`config.mk`:
```
export PLATFORM = sky130hd
export DESIGN_NAME = ttl_74173_bus_sequencer_flat
export DESIGN_NICKNAME = d
export VERILOG_FILES = /design/src/rtl/ttl_74173_bus_sequencer_pkg.sv /design/src/rtl/ttl_74173_bus_sequencer_if.sv /design/src/rtl/ttl_74173_bus_sequencer_arbiter.sv /design/src/rtl/ttl_74173_bus_sequencer.sv /design/src/flat_wrapper.sv
export SDC_FILE = /design/constraint.sdc
export NUM_CORES = 1
export LEC_CHECK = 0
export ABC_AREA = 1
export CORE_UTILIZATION = 56
export CTS_CLUSTER_DIAMETER = 40
export DETAILED_ROUTE_END_ITERATION = 10
export HOLD_SLACK_MARGIN = 0.08
export PLACE_DENSITY = 0.81
export SLEW_MARGIN = 20
export SYNTH_ARGS = -nofsm -noshare
export SYNTH_HDL_FRONTEND = slang
export SYNTH_SLANG_ARGS = --single-unit
export TNS_END_PERCENT = 10
```
`constraint.sdc`:
```
create_clock -name Clk -period 5.2 [get_ports Clk]
set_clock_uncertainty 0.2 [all_clocks]
set_input_delay 1.04 -clock Clk [delete_from_list [all_inputs] [get_ports Clk]]
set_output_delay 1.04 -clock Clk [all_outputs]
set_load 0.01 [all_outputs]
```
`src/rtl/ttl_74173_bus_sequencer_pkg.sv`:
```
// Shared definitions for the 74173 bus sequencer: FSM state encoding and
// the helper that pulls one requester's register index out of a packed vector.
package ttl_74173_bus_sequencer_pkg;

  typedef logic [1:0] state_t;

  localparam state_t ST_IDLE    = 2'd0;
  localparam state_t ST_DRIVE   = 2'd1;
  localparam state_t ST_LOAD    = 2'd2;
  localparam state_t ST_RELEASE = 2'd3;

  localparam int MAX_VEC = 256;
  localparam int MAX_SEL = 8;

  // Callers zero-extend their packed vector to MAX_VEC and truncate the result.
  function automatic logic [MAX_SEL-1:0] unpack_idx(input logic [MAX_VEC-1:0] vec,
                                                    input int unsigned         idx,
                                                    input int unsigned         width);
    logic [MAX_SEL-1:0] mask;
    mask = (MAX_SEL'(1) << width) - MAX_SEL'(1);
    return MAX_SEL'(vec >> (idx * width)) & mask;
  endfunction

endpackage

```
`src/rtl/ttl_74173_bus_sequencer_if.sv`:
```
// Request/grant handshake plus the 74173 enable lines of the shared bus.
// The requester side is the master; the sequencer is the slave.
interface ttl_74173_bus_sequencer_if #(
  parameter int NUM_REGS  = 4,
  parameter int NUM_REQ   = 4,
  parameter int SEL_WIDTH = 2
) ();
  logic [NUM_REQ-1:0]           Req;
  logic [NUM_REQ*SEL_WIDTH-1:0] Req_Src;
  logic [NUM_REQ*SEL_WIDTH-1:0] Req_Dst;
  logic [NUM_REQ-1:0]           Grant;
  logic [NUM_REQ-1:0]           Done;
  logic                         Err;
  logic [NUM_REGS-1:0]          OE_Bar;
  logic [NUM_REGS-1:0]          Load_Bar;
  logic                         Busy;

  modport master (
    output Req, Req_Src, Req_Dst,
    input  Grant, Done, Err, OE_Bar, Load_Bar, Busy
  );

  modport slave (
    input  Req, Req_Src, Req_Dst,
    output Grant, Done, Err, OE_Bar, Load_Bar, Busy
  );
endinterface

```
`src/rtl/ttl_74173_bus_sequencer_arbiter.sv`:
```
// Combinational round-robin arbiter: first set request at or after the
// pointer, wrapping. The pointer register is owned by the sequencer.
module ttl_rr_arbiter #(
  parameter int NUM_REQ = 4,
  parameter int IDX_W   = (NUM_REQ > 1) ? $clog2(NUM_REQ) : 1
) (
  input  logic [NUM_REQ-1:0] req_i,
  input  logic [IDX_W-1:0]   ptr_i,
  input  logic               en_i,
  output logic [NUM_REQ-1:0] grant_o,
  output logic [IDX_W-1:0]   idx_o
);

  always_comb begin
    int unsigned cand;
    logic        found;
    grant_o = '0;
    idx_o   = '0;
    found   = 1'b0;
    cand    = 0;
    for (int unsigned k = 0; k < NUM_REQ; k++) begin
      cand = (32'(ptr_i) + k) % NUM_REQ;
      if (en_i && !found && req_i[cand]) begin
        found         = 1'b1;
        grant_o[cand] = 1'b1;
        idx_o         = IDX_W'(cand);
      end
    end
  end

endmodule

```
`src/rtl/ttl_74173_bus_sequencer.sv`:
```
// Sequences register-to-register transfers over a shared tri-state bus of
// 74173 quad registers, guaranteeing a single driver and a turnaround cycle.
module ttl_74173_bus_sequencer
  import ttl_74173_bus_sequencer_pkg::*;
#(
  parameter int NUM_REGS  = 4,
  parameter int NUM_REQ   = 4,
  parameter int SEL_WIDTH = 2
) (
  input  logic                      Clk,
  input  logic                      Rst_Bar,
  ttl_74173_bus_sequencer_if.slave  bus
);

  localparam int IDX_W = (NUM_REQ > 1) ? $clog2(NUM_REQ) : 1;

  state_t               state_q, state_d;
  logic [IDX_W-1:0]     ptr_q, ptr_d;
  logic [SEL_WIDTH-1:0] src_q, src_d;
  logic [SEL_WIDTH-1:0] dst_q, dst_d;
  logic                 inv_q, inv_d;
  logic [NUM_REQ-1:0]   gnt_q, gnt_d;
  logic [NUM_REQ-1:0]   done_q, done_d;
  logic                 err_q, err_d;
  logic [NUM_REGS-1:0]  oe_bar_q, oe_bar_d;
  logic [NUM_REGS-1:0]  load_bar_q, load_bar_d;
  logic                 busy_q, busy_d;

  logic                 arb_en;
  logic [NUM_REQ-1:0]   arb_grant;
  logic [IDX_W-1:0]     arb_idx;
  logic [SEL_WIDTH-1:0] req_src_sel, req_dst_sel;
  logic                 req_invalid;
  logic [NUM_REGS-1:0]  src_hit, dst_hit;

  assign arb_en = (state_q == ST_IDLE);

  ttl_rr_arbiter #(
    .NUM_REQ (NUM_REQ),
    .IDX_W   (IDX_W)
  ) u_arb (
    .req_i   (bus.Req),
    .ptr_i   (ptr_q),
    .en_i    (arb_en),
    .grant_o (arb_grant),
    .idx_o   (arb_idx)
  );

  assign req_src_sel = SEL_WIDTH'(unpack_idx(MAX_VEC'(bus.Req_Src), 32'(arb_idx), SEL_WIDTH));
  assign req_dst_sel = SEL_WIDTH'(unpack_idx(MAX_VEC'(bus.Req_Dst), 32'(arb_idx), SEL_WIDTH));

  // A self-copy or an index past the last register is answered with Err only.
  assign req_invalid = (req_src_sel == req_dst_sel)
                    || (32'(req_src_sel) >= NUM_REGS)
                    || (32'(req_dst_sel) >= NUM_REGS);

  for (genvar gi = 0; gi < NUM_REGS; gi++) begin : g_hit
    assign src_hit[gi] = (src_d == SEL_WIDTH'(gi));
    assign dst_hit[gi] = (dst_d == SEL_WIDTH'(gi));
  end

  always_ff @(posedge Clk or negedge Rst_Bar) begin
    if (!Rst_Bar) begin
      state_q    <= ST_IDLE;
      ptr_q      <= '0;
      src_q      <= '0;
      dst_q      <= '0;
      inv_q      <= 1'b0;
      gnt_q      <= '0;
      done_q     <= '0;
      err_q      <= 1'b0;
      oe_bar_q   <= '1;
      load_bar_q <= '1;
      busy_q     <= 1'b0;
    end else begin
      state_q    <= state_d;
      ptr_q      <= ptr_d;
      src_q      <= src_d;
      dst_q      <= dst_d;
      inv_q      <= inv_d;
      gnt_q      <= gnt_d;
      done_q     <= done_d;
      err_q      <= err_d;
      oe_bar_q   <= oe_bar_d;
      load_bar_q <= load_bar_d;
      busy_q     <= busy_d;
    end
  end

  always_comb begin
    state_d = state_q;
    ptr_d   = ptr_q;
    src_d   = src_q;
    dst_d   = dst_q;
    inv_d   = inv_q;
    gnt_d   = gnt_q;
    case (state_q)
      ST_IDLE: begin
        if (|arb_grant) begin
          gnt_d   = arb_grant;
          src_d   = req_src_sel;
          dst_d   = req_dst_sel;
          inv_d   = req_invalid;
          ptr_d   = (32'(arb_idx) == NUM_REQ - 1) ? '0 : arb_idx + 1'b1;
          state_d = req_invalid ? ST_RELEASE : ST_DRIVE;
        end
      end
      ST_DRIVE:   state_d = ST_LOAD;
      ST_LOAD:    state_d = ST_RELEASE;
      ST_RELEASE: begin
        state_d = ST_IDLE;
        gnt_d   = '0;
      end
      default:    state_d = ST_IDLE;
    endcase
  end

  // Outputs are decoded from the next state so they register alongside it.
  always_comb begin
    oe_bar_d   = '1;
    load_bar_d = '1;
    done_d     = '0;
    err_d      = 1'b0;
    busy_d     = (state_d != ST_IDLE);
    case (state_d)
      ST_DRIVE: oe_bar_d = ~src_hit;
      ST_LOAD: begin
        oe_bar_d   = ~src_hit;
        load_bar_d = ~dst_hit;
      end
      ST_RELEASE: begin
        done_d = gnt_d;
        err_d  = inv_d;
      end
      default: ;
    endcase
  end

  assign bus.Grant    = gnt_q;
  assign bus.Done     = done_q;
  assign bus.Err      = err_q;
  assign bus.OE_Bar   = oe_bar_q;
  assign bus.Load_Bar = load_bar_q;
  assign bus.Busy     = busy_q;

endmodule

```
`src/flat_wrapper.sv`:
```
// flat-port wrapper written by rule: the top's interface ports become plain ports
module ttl_74173_bus_sequencer_flat import ttl_74173_bus_sequencer_pkg::*;
#(
  parameter int NUM_REGS  = 4,
  parameter int NUM_REQ   = 4,
  parameter int SEL_WIDTH = 2
)
  (Clk, Rst_Bar, bus_Req, bus_Req_Src, bus_Req_Dst, bus_Grant, bus_Done, bus_Err, bus_OE_Bar, bus_Load_Bar, bus_Busy);
  ttl_74173_bus_sequencer_if #(.NUM_REGS(NUM_REGS), .NUM_REQ(NUM_REQ), .SEL_WIDTH(SEL_WIDTH)) bus_i ();
  input  logic Clk;
  input  logic Rst_Bar;
  input wire logic [$bits(bus_i.Req)-1:0] bus_Req;
  input wire logic [$bits(bus_i.Req_Src)-1:0] bus_Req_Src;
  input wire logic [$bits(bus_i.Req_Dst)-1:0] bus_Req_Dst;
  output wire logic [$bits(bus_i.Grant)-1:0] bus_Grant;
  output wire logic [$bits(bus_i.Done)-1:0] bus_Done;
  output wire logic [$bits(bus_i.Err)-1:0] bus_Err;
  output wire logic [$bits(bus_i.OE_Bar)-1:0] bus_OE_Bar;
  output wire logic [$bits(bus_i.Load_Bar)-1:0] bus_Load_Bar;
  output wire logic [$bits(bus_i.Busy)-1:0] bus_Busy;
  assign bus_i.Req = bus_Req;
  assign bus_i.Req_Src = bus_Req_Src;
  assign bus_i.Req_Dst = bus_Req_Dst;
  assign bus_Grant = bus_i.Grant;
  assign bus_Done = bus_i.Done;
  assign bus_Err = bus_i.Err;
  assign bus_OE_Bar = bus_i.OE_Bar;
  assign bus_Load_Bar = bus_i.Load_Bar;
  assign bus_Busy = bus_i.Busy;
  ttl_74173_bus_sequencer #(.NUM_REGS(NUM_REGS), .NUM_REQ(NUM_REQ), .SEL_WIDTH(SEL_WIDTH)) u_core (.Clk(Clk), .Rst_Bar(Rst_Bar), .bus(bus_i));
endmodule
```
==> impl_metrics.csv <==
group,metric,value,unit
run_status,outcome,"complete, no violations",
cells_and_area,nets,344,
sta,rsz0062_at_grt,"no",
route,drt-total-wl,3.78,mm
logic_synthesis,synthTopCellsByArea,"dfrtp_1, nand2_1, dfstp_2",
worst_setup_path,r2r_start,"u_core.ptr_q[1]",
sta,maxSlewViolCount,0,
cts,clkTransAtPathRegs,140,ps
logic_synthesis,synth_top_area_share,23.2,%
cts,cts_sinks,27,
grt,grt_usage,20.8,%
sta,tightest_slew,313,ps
route,drc,0,
route,viasPerCell,4.94,
worst_setup_path,worstPathRequired,5270,ps
cells_and_area,syn2layout_area_growth,20.9,%
logic_synthesis,synth_common_cells,"nand2_1, nand3_1, inv_1",
worst_setup_path,cpPeakStageDelay,490,ps
worst_setup_path,crit_slowest_cell,"clkdlybuf4s50_1",
cells_and_area,antenna_cells,0,
grt,grt_max_degree,28,
min_path,hp-start,"u_core.inv_q",
route,wire_per_inst,10.6,microns
logic_synthesis,yosysSeqAreaShare,33.4,%
cells_and_area,final-seq-area,686,sq um
cts,clk_latency,330,ps
cells_and_area,final_cells,355,
placed_design,io_buffer_count,39,
logic_synthesis,syn-cell-area,2050,sq um
worst_setup_path,critPathLaunch,"bus_Req[3]",
cts,cts_tree,"yes",
grt,antenna_found_initial,0,
cells_and_area,design_area,2480,sq um
grt,overflow,0,
sta,finalHoldViolCount,0,
logic_synthesis,synth_edf_count,0,
logic_synthesis,avgSynthCellArea,7.63,sq um
sta,max_slew_margin,79.1,%
grt,grt_pass1_wl,6.63,mm
route,drt-initial-drc-count,58,
cts,postCtsSetupBuffers,0,
cts,clockRootBuffer,"clkbuf_4",
placed_design,gp_congestion,0.864,
logic_synthesis,async_flop_share,100,%
cells_and_area,multi_input_area,1150,sq um
worst_setup_path,crit_chain,"clkdlybuf4s50_1 -> nand2_1 -> nand3_2 -> nand2_4 -> nor2_2 -> o21bai_2 -> nand2_4 -> nand2_4 -> nand2_1 -> nand3_1 -> nand2_2 -> nand2_2 -> nand2_2 -> nand2_2 -> nand2_2 -> nand2_1 -> nand2_1 -> ha_1 -> nand3_1",
power_and_ir_drop,leakage,1.25,nW
sta,timing.fmax,276,MHz
die,io_pins,40,
power_and_ir_drop,fin_total_pwr,1.74,mW
logic_synthesis,synth.largest_area_cell,"dfrtp_1",
worst_setup_path,worstPathMaxFanout,14,
route,ant_nets,0,
die,start_util,60.1,%
sta,period_minus_slack,3630,ps
logic_synthesis,ys_ff_latch,27,
die,dieHeight,62.5,microns
die,die_x,62.5,microns
route,drtPass1Iterations,4,
placed_design,post-place-cells,351,
cells_and_area,drive_above_1_share,22.7,%
sta,setup_viol,0,
cts,cts_htree_levels,1,
worst_setup_path,end_kind,"flip-flop",
min_path,hold_class,"reg -> reg",
cts,hold_buffers,0,
sta,min_period_over_period,69.8,%
worst_setup_path,crit_path_start_kind,"input port",
logic_synthesis,ys.flop_type,"dfrtp_1",
worst_setup_path,worst_ep_arrival_time,3700,ps
logic_synthesis,yosysMostFrequentCell,"nand2_1",
placed_design,dp_hpwl,2.97,mm
sta,fin_setup_tns,0,ps
logic_synthesis,synth_cells,269,
cts,max-clock-path-buffers,2,
die,fp.dieArea,3910,sq um
placed_design,place_area,2450,sq um
logic_synthesis,ys_warn_count,0,
cts,cts_repair_resize_count,0,
cells_and_area,n_fill_cell,260,
power_and_ir_drop,ir_worst_vdd,0.351,mV
power_and_ir_drop,power-per-cell-area,701,nW/um^2
flow_run,cap_violations,0,
logic_synthesis,synth_nets,303,
worst_setup_path,critPathKind,"in -> reg",
die,core_area,3420,sq um
logic_synthesis,synth.distinct_cells,25,
route,num_vias,1755,
die,rows,21,
cts,cts_buffers,3,
worst_setup_path,worst_path_most_repeated_cell,"nand2_2",
grt,grt_pass1_vias,1557,
-- path summary, 6_finish.rpt --
check	cells after the start	slack [ps]	to
worst max register to register	18	1750	u_core.bus.OE_Bar[0]
worst min-delay path	2	340	u_core.inv_q
max in group asynchronous	2	3660	u_core.bus.OE_Bar[0]
min in group asynchronous	2	860	u_core.bus.Busy
worst min register to register	2	340	u_core.inv_q
worst max-delay path	19	1570	u_core.bus.OE_Bar[0]
-- report_power, final --
group	switching, mW	leakage, nW	internal, mW
logic	0.844	0.903	0.465
registers	0.0382	0.326	0.303
clock network	0.0592	0.0177	0.0289
-- state kept, by name, indices dropped and copies added, names as in the netlist, 2 cells and up --
name                 cells
u_core.bus.OE_Bar        4
u_core.dst_q             2
u_core.ptr_q             2
u_core.bus.Grant         4
u_core.bus.Done          4
u_core.bus.Load_Bar      4
u_core.state_q           2
u_core.src_q             2
-- worst max-delay path, delay by kind of cell --
family | cells | cell delay, ps
and+or+nand+nor | 16 | 1630
buffers and inverters | 1 | 490
adders and majority gates | 1 | 350
AOI/OAI and AO/OA | 1 | 190
-- per-stage QoR --
step | setup WS [ps] | hold WS, ps | util [%]
after global placement | 1270 | 301 | 71.8
after global routing | 1320 | 368 | 72.6
after detailed placement | 1220 | 313 | 71.8
final | 1570 | 343 | 72.6
after floorplan | 2110 | 263 | -
after CTS | 1590 | 346 | 72.6
-- layout make-up --
type / count / share of cell area [%]
clock buffers: 3 / 0.908
multi-input cells: 195 / 46.4
inverters: 43 / 6.51
clock inverters: 1 / 0.202
well taps: 46 / 2.32
flip-flops and latches: 27 / 27.6
repair buffers: 40 / 16.0
-- logic make-up (layout without fill, tap and decap cells) --
| logic type | after synthesis | after routing | share of synthesized area, % |
|---|---|---|---|
| buffers and inverters | 47 | 87 | 10.5 |
| and+or+nand+nor | 158 | 158 | 41.0 |
| DFF | 27 | 27 | 33.4 |
| AOI/OAI and AO/OA | 25 | 25 | 7.74 |
| adders and majority gates | 12 | 12 | 7.32 |
-- metal layers --
layer	up-vias	track usage, %	part of all wire, %
li1	933	-	-
met1	775	27.7	50
met2	40	34.6	46
met3	7	1.28	2.3
met4	0	9.59	2.2
met5	-	0	0
-- cell usage in the layout, fill, tap and decap left out --
cell type        netlist  routed
nand3_1               40      40
dfrtp_1               19      19
dfstp_2                8       8
o21bai_2               1       1
nor2_4                 1       1
nor2_2                 5       5
o21ai_2                4       4
o21ai_0                6       6
buf_4                  0       1
clkdlybuf4s50_1        0      39
nand2_1               68      68
or2_2                  4       4
o21ai_1                2       2
inv_1                 37      37
nand3_2                7       7
ha_1                  12      12
inv_2                  6       6
a21oi_2                2       2
a21o_1                 2       2
nand2_4                6       6
a21oi_1                8       8
nand2_2               19      19
nand3_4                2       2
or2_1                  2       2
nor2_1                 4       4
clkinv_2               0       1
clkbuf_4               0       3
No activity file was read; power rests on OpenSTA's default activity.
